===== config.mk =====
export PLATFORM = sky130hd
export DESIGN_NAME = analog_ramp_ctrl_flat
export DESIGN_NICKNAME = d
export VERILOG_FILES = /design/src/rtl/analog_ramp_pkg.sv /design/src/rtl/analog_ramp_ctrl_if.sv /design/src/rtl/analog_ramp_chan.sv /design/src/rtl/analog_ramp_ctrl.sv /design/src/flat_wrapper.sv
export SDC_FILE = /design/constraint.sdc
export NUM_CORES = 1
export LEC_CHECK = 0
export CAP_MARGIN = 20
export CORE_ASPECT_RATIO = 1.25
export CORE_MARGIN = 8
export CORE_UTILIZATION = 40
export DETAILED_ROUTE_END_ITERATION = 6
export GPL_TIMING_DRIVEN = 0
export PLACE_DENSITY = 0.6
export REMOVE_ABC_BUFFERS = 1
export SLEW_MARGIN = 40
export SYNTH_ARGS = -nofsm -noshare
export SYNTH_HDL_FRONTEND = slang
export SYNTH_HIERARCHICAL = 1
export SYNTH_SLANG_ARGS = --single-unit

===== constraint.sdc =====
create_clock -name clk_sys -period 7.3 [get_ports clk_sys]
set_input_delay 1.46 -clock clk_sys [delete_from_list [all_inputs] [get_ports clk_sys]]
set_output_delay 1.46 -clock clk_sys [all_outputs]
set_load 0.005 [all_outputs]

===== src/rtl/analog_ramp_pkg.sv =====
// Shared types and helpers for the analog ramp controller.
// The direction enum tracks what a channel did on its previous frame.
package analog_ramp_pkg;

    typedef enum logic [1:0] {
        DIR_NONE = 2'd0,
        DIR_UP   = 2'd1,
        DIR_DN   = 2'd2
    } dir_t;

    function automatic int clamp_val(input int v, input int lo, input int hi);
        int r;
        if (v < lo) begin
            r = lo;
        end else if (v > hi) begin
            r = hi;
        end else begin
            r = v;
        end
        return r;
    endfunction

endpackage


===== src/rtl/analog_ramp_ctrl_if.sv =====
// Button/joystick inputs and control-value outputs of the ramp controller.
// The master side is the input decoder; the slave side is the controller.
interface analog_ramp_ctrl_if #(
    parameter int NCH   = 2,
    parameter int WIDTH = 8
) ();
    logic                   vsync;
    logic [NCH-1:0]         plus;
    logic [NCH-1:0]         minus;
    logic [NCH-1:0]         center_mode;
    logic [NCH*8-1:0]       analog_in;
    logic [NCH-1:0]         analog_valid;
    logic [NCH*WIDTH-1:0]   value;
    logic                   frame_tick;

    modport master (
        output vsync, plus, minus, center_mode, analog_in, analog_valid,
        input  value, frame_tick
    );

    modport slave (
        input  vsync, plus, minus, center_mode, analog_in, analog_valid,
        output value, frame_tick
    );
endinterface


===== src/rtl/analog_ramp_chan.sv =====
// One control channel: ramps on buttons, accelerates on long holds,
// self-centres or holds on release, and follows the joystick when valid.
module analog_ramp_chan
    import analog_ramp_pkg::*;
#(
    parameter int WIDTH        = 8,
    parameter int CENTER       = 128,
    parameter int VMIN         = 0,
    parameter int VMAX         = 255,
    parameter int STEP         = 4,
    parameter int RETURN_STEP  = 8,
    parameter int ACCEL_FRAMES = 16
) (
    input  logic             clk,
    input  logic             rst,
    input  logic             tick,
    input  logic             plus,
    input  logic             minus,
    input  logic             center_mode,
    input  logic             analog_valid,
    input  logic [7:0]       analog_in,
    output logic [WIDTH-1:0] value
);
    localparam int CW = $clog2(ACCEL_FRAMES + 1);
    localparam logic [CW-1:0]          ACCEL_C  = CW'(ACCEL_FRAMES);
    localparam logic [CW-1:0]          ONE_C    = CW'(1);
    localparam logic signed [WIDTH+1:0] CENTER_W = (WIDTH+2)'(CENTER);
    localparam logic signed [WIDTH+1:0] STEP_W   = (WIDTH+2)'(STEP);
    localparam logic signed [WIDTH+1:0] STEP2_W  = (WIDTH+2)'(2 * STEP);
    localparam logic signed [WIDTH+1:0] RET_W    = (WIDTH+2)'(RETURN_STEP);

    logic [WIDTH-1:0]          value_r, value_n_s;
    dir_t                      dir_r, dir_n_s, want_s;
    logic [CW-1:0]             cnt_r, cnt_n_s, cnt_eff_s;
    logic signed [WIDTH+1:0]   cur_s, step_s, diff_s, sum_s;

    assign cur_s = signed'({2'b00, value_r});
    assign value = value_r;

    // Channel state register; reset returns to rest value with no hold history.
    always_ff @(posedge clk or posedge rst) begin
        if (rst) begin
            value_r <= WIDTH'(CENTER);
            dir_r   <= DIR_NONE;
            cnt_r   <= '0;
        end else begin
            value_r <= value_n_s;
            dir_r   <= dir_n_s;
            cnt_r   <= cnt_n_s;
        end
    end

    // Next-state: priority analog > single button > release behaviour.
    always_comb begin
        value_n_s = value_r;
        dir_n_s   = dir_r;
        cnt_n_s   = cnt_r;
        sum_s     = cur_s;
        if (plus && !minus) begin
            want_s = DIR_UP;
        end else if (minus && !plus) begin
            want_s = DIR_DN;
        end else begin
            want_s = DIR_NONE;
        end
        // A reversal restarts the hold count, so the first reversed step is never doubled.
        cnt_eff_s = (want_s == dir_r) ? cnt_r : '0;
        step_s    = (cnt_eff_s < ACCEL_C) ? STEP_W : STEP2_W;
        diff_s    = cur_s - CENTER_W;
        if (!tick) begin
            sum_s = cur_s;
        end else if (analog_valid) begin
            sum_s   = CENTER_W + ({{(WIDTH-6){analog_in[7]}}, analog_in} << (WIDTH-8));
            cnt_n_s = '0;
            dir_n_s = DIR_NONE;
        end else if (want_s != DIR_NONE) begin
            sum_s   = (want_s == DIR_UP) ? (cur_s + step_s) : (cur_s - step_s);
            cnt_n_s = (cnt_eff_s == ACCEL_C) ? ACCEL_C : (cnt_eff_s + ONE_C);
            dir_n_s = want_s;
        end else begin
            cnt_n_s = '0;
            dir_n_s = DIR_NONE;
            if (!center_mode) begin
                sum_s = cur_s;
            end else if (diff_s > RET_W) begin
                sum_s = cur_s - RET_W;
            end else if (diff_s < -RET_W) begin
                sum_s = cur_s + RET_W;
            end else begin
                sum_s = CENTER_W;
            end
        end
        if (tick) begin
            value_n_s = WIDTH'(clamp_val(int'(sum_s), VMIN, VMAX));
        end else begin
            value_n_s = value_r;
        end
    end
endmodule


===== src/rtl/analog_ramp_ctrl.sv =====
// Multi-channel analog control emulator: synchronises vsync into a frame
// tick and drives NCH independent ramp channels from it.
module analog_ramp_ctrl
    import analog_ramp_pkg::*;
#(
    parameter int NCH          = 2,
    parameter int WIDTH        = 8,
    parameter int CENTER       = 128,
    parameter int VMIN         = 0,
    parameter int VMAX         = 255,
    parameter int STEP         = 4,
    parameter int RETURN_STEP  = 8,
    parameter int ACCEL_FRAMES = 16
) (
    input  logic               clk_sys,
    input  logic               reset,
    analog_ramp_ctrl_if.slave  bus
);
    logic                 vsync_meta_r, vsync_sync_r, vsync_prev_r, frame_tick_r;
    logic [NCH*WIDTH-1:0] value_s;

    // vsync synchroniser and rising-edge detector; the tick is registered.
    always_ff @(posedge clk_sys or posedge reset) begin
        if (reset) begin
            vsync_meta_r <= 1'b0;
            vsync_sync_r <= 1'b0;
            vsync_prev_r <= 1'b0;
            frame_tick_r <= 1'b0;
        end else begin
            vsync_meta_r <= bus.vsync;
            vsync_sync_r <= vsync_meta_r;
            vsync_prev_r <= vsync_sync_r;
            frame_tick_r <= vsync_sync_r & ~vsync_prev_r;
        end
    end

    for (genvar g = 0; g < NCH; g++) begin : g_chan
        analog_ramp_chan #(
            .WIDTH        (WIDTH),
            .CENTER       (CENTER),
            .VMIN         (VMIN),
            .VMAX         (VMAX),
            .STEP         (STEP),
            .RETURN_STEP  (RETURN_STEP),
            .ACCEL_FRAMES (ACCEL_FRAMES)
        ) u_chan (
            .clk          (clk_sys),
            .rst          (reset),
            .tick         (frame_tick_r),
            .plus         (bus.plus[g]),
            .minus        (bus.minus[g]),
            .center_mode  (bus.center_mode[g]),
            .analog_valid (bus.analog_valid[g]),
            .analog_in    (bus.analog_in[g*8 +: 8]),
            .value        (value_s[g*WIDTH +: WIDTH])
        );
    end

    assign bus.value      = value_s;
    assign bus.frame_tick = frame_tick_r;
endmodule


===== src/flat_wrapper.sv =====
// flat-port wrapper written by rule: the top's interface ports become plain ports
module analog_ramp_ctrl_flat import analog_ramp_pkg::*;
#(
    parameter int NCH          = 2,
    parameter int WIDTH        = 8,
    parameter int CENTER       = 128,
    parameter int VMIN         = 0,
    parameter int VMAX         = 255,
    parameter int STEP         = 4,
    parameter int RETURN_STEP  = 8,
    parameter int ACCEL_FRAMES = 16
)
  (clk_sys, reset, bus_vsync, bus_plus, bus_minus, bus_center_mode, bus_analog_in, bus_analog_valid, bus_value, bus_frame_tick);
  analog_ramp_ctrl_if #(.NCH(NCH), .WIDTH(WIDTH)) bus_i ();
  input  logic clk_sys;
  input  logic reset;
  input wire logic [$bits(bus_i.vsync)-1:0] bus_vsync;
  input wire logic [$bits(bus_i.plus)-1:0] bus_plus;
  input wire logic [$bits(bus_i.minus)-1:0] bus_minus;
  input wire logic [$bits(bus_i.center_mode)-1:0] bus_center_mode;
  input wire logic [$bits(bus_i.analog_in)-1:0] bus_analog_in;
  input wire logic [$bits(bus_i.analog_valid)-1:0] bus_analog_valid;
  output wire logic [$bits(bus_i.value)-1:0] bus_value;
  output wire logic [$bits(bus_i.frame_tick)-1:0] bus_frame_tick;
  assign bus_i.vsync = bus_vsync;
  assign bus_i.plus = bus_plus;
  assign bus_i.minus = bus_minus;
  assign bus_i.center_mode = bus_center_mode;
  assign bus_i.analog_in = bus_analog_in;
  assign bus_i.analog_valid = bus_analog_valid;
  assign bus_value = bus_i.value;
  assign bus_frame_tick = bus_i.frame_tick;
  analog_ramp_ctrl #(.NCH(NCH), .WIDTH(WIDTH), .CENTER(CENTER), .VMIN(VMIN), .VMAX(VMAX), .STEP(STEP), .RETURN_STEP(RETURN_STEP), .ACCEL_FRAMES(ACCEL_FRAMES)) u_core (.clk_sys(clk_sys), .reset(reset), .bus(bus_i));
endmodule

==> impl_metrics.py, run 1 <==
metrics = {
    "clock_tree": {
        "clock-sinks": 34,
        "htreeDepth": 2,
        "post_cts_resized": 0,
        "numCtsBuffers": 5,
        "cts_root_buf": "clkbuf_8",
        "cts_tree": "built",
        "clk_latency_ps": 280,
        "cts_setup_buffers": 0,
        "cts_buffer_depth": 2,
        "clkSlewWorstSetupHoldPaths_ps": 70,
        "cts_hold_buffers": 0,
    },
    "min_path": {
        "min-delay-start": "u_core/vsync_meta_r",
        "whs_path_depth": 0,
        "hp-class": "flop to flop",
    },
    "placement": {
        "pre_cts_ws_ps": 2330,
        "io_buffers": 43,
        "placed_area_mm2": 0.00344,
        "hpwl_um": 5930,
        "gp_congestion": 0.891,
    },
    "sta": {
        "setup_ws_ps": 2640,
        "fin_worst_skew_ps": 3.43,
        "fin_crit_sh_pct": 63.8,
        "slew_headroom_pct": 45.5,
        "slew_viol_final": 0,
        "setup_violations": 0,
        "fin_crit_ps": 4660,
        "tightest_slew_ps": 811,
        "finalSetupTns_ps": 0,
        "rsz0062_at_grt": "no",
        "hold_violations": 0,
        "fmax_mhz": 215,
    },
    "yosys": {
        "async_flop_share_pct": 100,
        "ys_ff_latch": 34,
        "ys_warn_count": 6,
        "yosysSeqAreaShare_pct": 28.2,
        "ys.flop_type": "dfrtp_1",
        "synth-edff-count": 0,
        "ys_types": 50,
        "synthesis.area_mm2": 0.00302,
        "netlist_instances": 358,
        "avgSynthCellArea_um2": 8.44,
    },
    "power": {
        "p_sw_uw": 249,
        "internal_power_uw": 439,
        "power.density_cell_area_mw_per_mm2": 193,
        "pwr-share-clk_pct": 25.4,
        "vdd_ir_drop_max_v": 0.0000926,
        "power_uw": 688,
        "pwr-share-comb_pct": 35.4,
        "sw_frac_of_total_pct": 36.2,
        "power_frac_seq_pct": 39.2,
        "power.leakage_uw": 0.00156,
    },
    "floorplanning": {
        "die_area_mm2": 0.0106,
        "io_pins": 44,
        "chipHeight_um": 113,
        "start_util_pct": 41.1,
        "rows": 35,
        "die_w_um": 93.8,
        "core-area_mm2": 0.00736,
    },
    "flow_run": {
        "drv_cap": 0,
    },
    "finish": {
        "finalInstanceArea_mm2": 0.00356,
        "final_nets": 439,
        "area_delta_synth_final_pct": 17.8,
        "diodes": 0,
        "drive_above_1_share_pct": 4.91,
        "final_core_util_pct": 48.4,
        "layout_common_cells": "clkdlybuf4s50_1 (43), inv_1 (39), dfrtp_1 (31)",
        "final_common_cell": "clkdlybuf4s50_1",
    },
    "routing": {
        "first_pass_iters": 4,
        "vias": 2775,
        "drc": 0,
        "drt-total-wl_um": 8040,
        "wl_per_cell_um": 16.8,
        "ant_nets": 0,
        "viasPerCell": 5.79,
        "drt_iter0_drc": 95,
    },
    "outcome": {
        "run_status": "finished, final reports clean",
    },
    "global_routing": {
        "grt_pass1_wl_um": 13700,
        "grt_pass1_vias": 2892,
        "grt_overflow": 0,
        "antenna_found_initial": 0,
        "grt.total_usage_pct": 15.6,
        "grt_max_degree": 28,
    },
    "setup_path": {
        "critical_path_arrival_ps": 4820,
        "cp_data_required_time_ps": 7470,
        "start_kind": "input pin",
        "crit_type": "input pin to flop",
        "rr_worst_depth": 11,
        "crit_path_end_kind": "flop",
        "cp_max_fo": 9,
        "r2r-start": "u_core/g_chan[1].u_chan/dir_r[1]",
        "crit_start": "bus_minus[1]",
    },
}
==> routing by layer <==
layer	global-route usage [%]	share of wire, %	vias up
li1	-	-	1359
met1	19.2	44	1347
met2	26.8	51	59
met3	2.12	3.6	10
met4	5.62	1.6	0
met5	0	0	-
==> power groups by stage <==
stage | Combinational, uW | Sequential (uW) | Clock (uW)
after floorplan | 154 | 257 | 0
after global placement | 239 | 272 | 0
after detailed placement | 241 | 273 | 0
after CTS | 244 | 269 | 181
after global routing | 272 | 277 | 190
final | 244 | 270 | 175
==> critical path: stages <==
cell and delay, ps:
clkdlybuf4s50_1 510, inv_1 50, ha_1 300, xnor2_1 180, and2_1 200, nand2_1 210, ha_1 180, inv_1 60
fa_1 390, nor3_1 260, nand4_1 280, nand2_1 290, a21oi_1 70, a221o_2 390
==> Yosys cell counts (8+ instances only) <==
cell / count / share of area [%]
inv_1: 39 / 4.8
dfrtp_1: 32 / 26
a21oi_1: 24 / 4.0
nand2_1: 24 / 3.0
ha_1: 22 / 9.1
o21ai_0: 22 / 3.6
nor2_1: 18 / 2.2
nand2b_1: 14 / 2.9
clkbuf_1: 12 / 1.5
and3_1: 10 / 2.1
nand3_1: 10 / 1.7
o22ai_1: 10 / 2.1
a22o_1: 8 / 2.3
nor3_1: 8 / 1.3
==> cell type report <==
type,count,area [um2]
Clock buffer,5,68.8
Clock inverter,3,40.0
Fill cell,746,3800
Inverter,39,146
Multi-Input combinational cell,263,1900
Sequential cell,34,855
Tap cell,92,115
Timing Repair Buffer,43,430
==> final timing paths <==
path                       slack [ps]                               end
setup / recovery                 2640  u_core/g_chan[1].u_chan/value[3]
hold / removal                    350               u_core/vsync_sync_r
setup reg to reg                 4320  u_core/g_chan[1].u_chan/value[3]
hold reg to reg                   350               u_core/vsync_sync_r
max in group asynchronous        5260  u_core/g_chan[1].u_chan/value[6]
min in group asynchronous        1410               u_core/vsync_prev_r
==> kinds of logic after synthesis <==
kind of cell / synth area share [%]
adder cells (fa/ha/maj): 11.8
flip-flops: 28.2
multiplexers: 0.662
buffers and inverters: 8.98
AO/OA/AOI/OAI: 26.6
AND/OR/NAND/NOR: 21.5
XOR/XNOR: 2.32
==> flip-flops by register name, summed over array words and instances, names as in the netlist <==
| name | cells |
|---|---|
| u_core/bus.frame_tick | 1 |
| u_core/vsync_meta_r | 1 |
| u_core/vsync_sync_r | 1 |
| u_core/g_chan.u_chan/value | 16 |
| u_core/g_chan.u_chan/cnt_r | 10 |
| u_core/g_chan.u_chan/dir_r | 4 |
| u_core/vsync_prev_r | 1 |
==> stage by stage <==
stage	std cells	hold slack (ps)
4_1_cts	479	355
6_report	479	351
3_5_place_dp	471	338
5_1_grt	479	357
3_3_place_gp	471	335
2_1_floorplan	336	331
Power figures use the tool's default switching activity.
==> run 2, diff against run 1 <==
==> constraint.sdc (replaced) <==
create_clock -name clk_sys -period 4.7 [get_ports clk_sys]
set_input_delay 0.94 -clock clk_sys [delete_from_list [all_inputs] [get_ports clk_sys]]
set_output_delay 0.94 -clock clk_sys [all_outputs]
set_load 0.005 [all_outputs]
==> results of run 2 <==
Same layout as run 1 (identical final DEF). Status: finished, final reports clean.
Main changes from that run: setup slack after placement 2330 ps -> 249 ps; setup slack after layout 2640 ps -> 565 ps; register-to-register setup slack 4320 ps -> 1720 ps; total power 688 uW -> 1070 uW; worst IR drop on VDD 0.0000926 V -> 0.000144 V
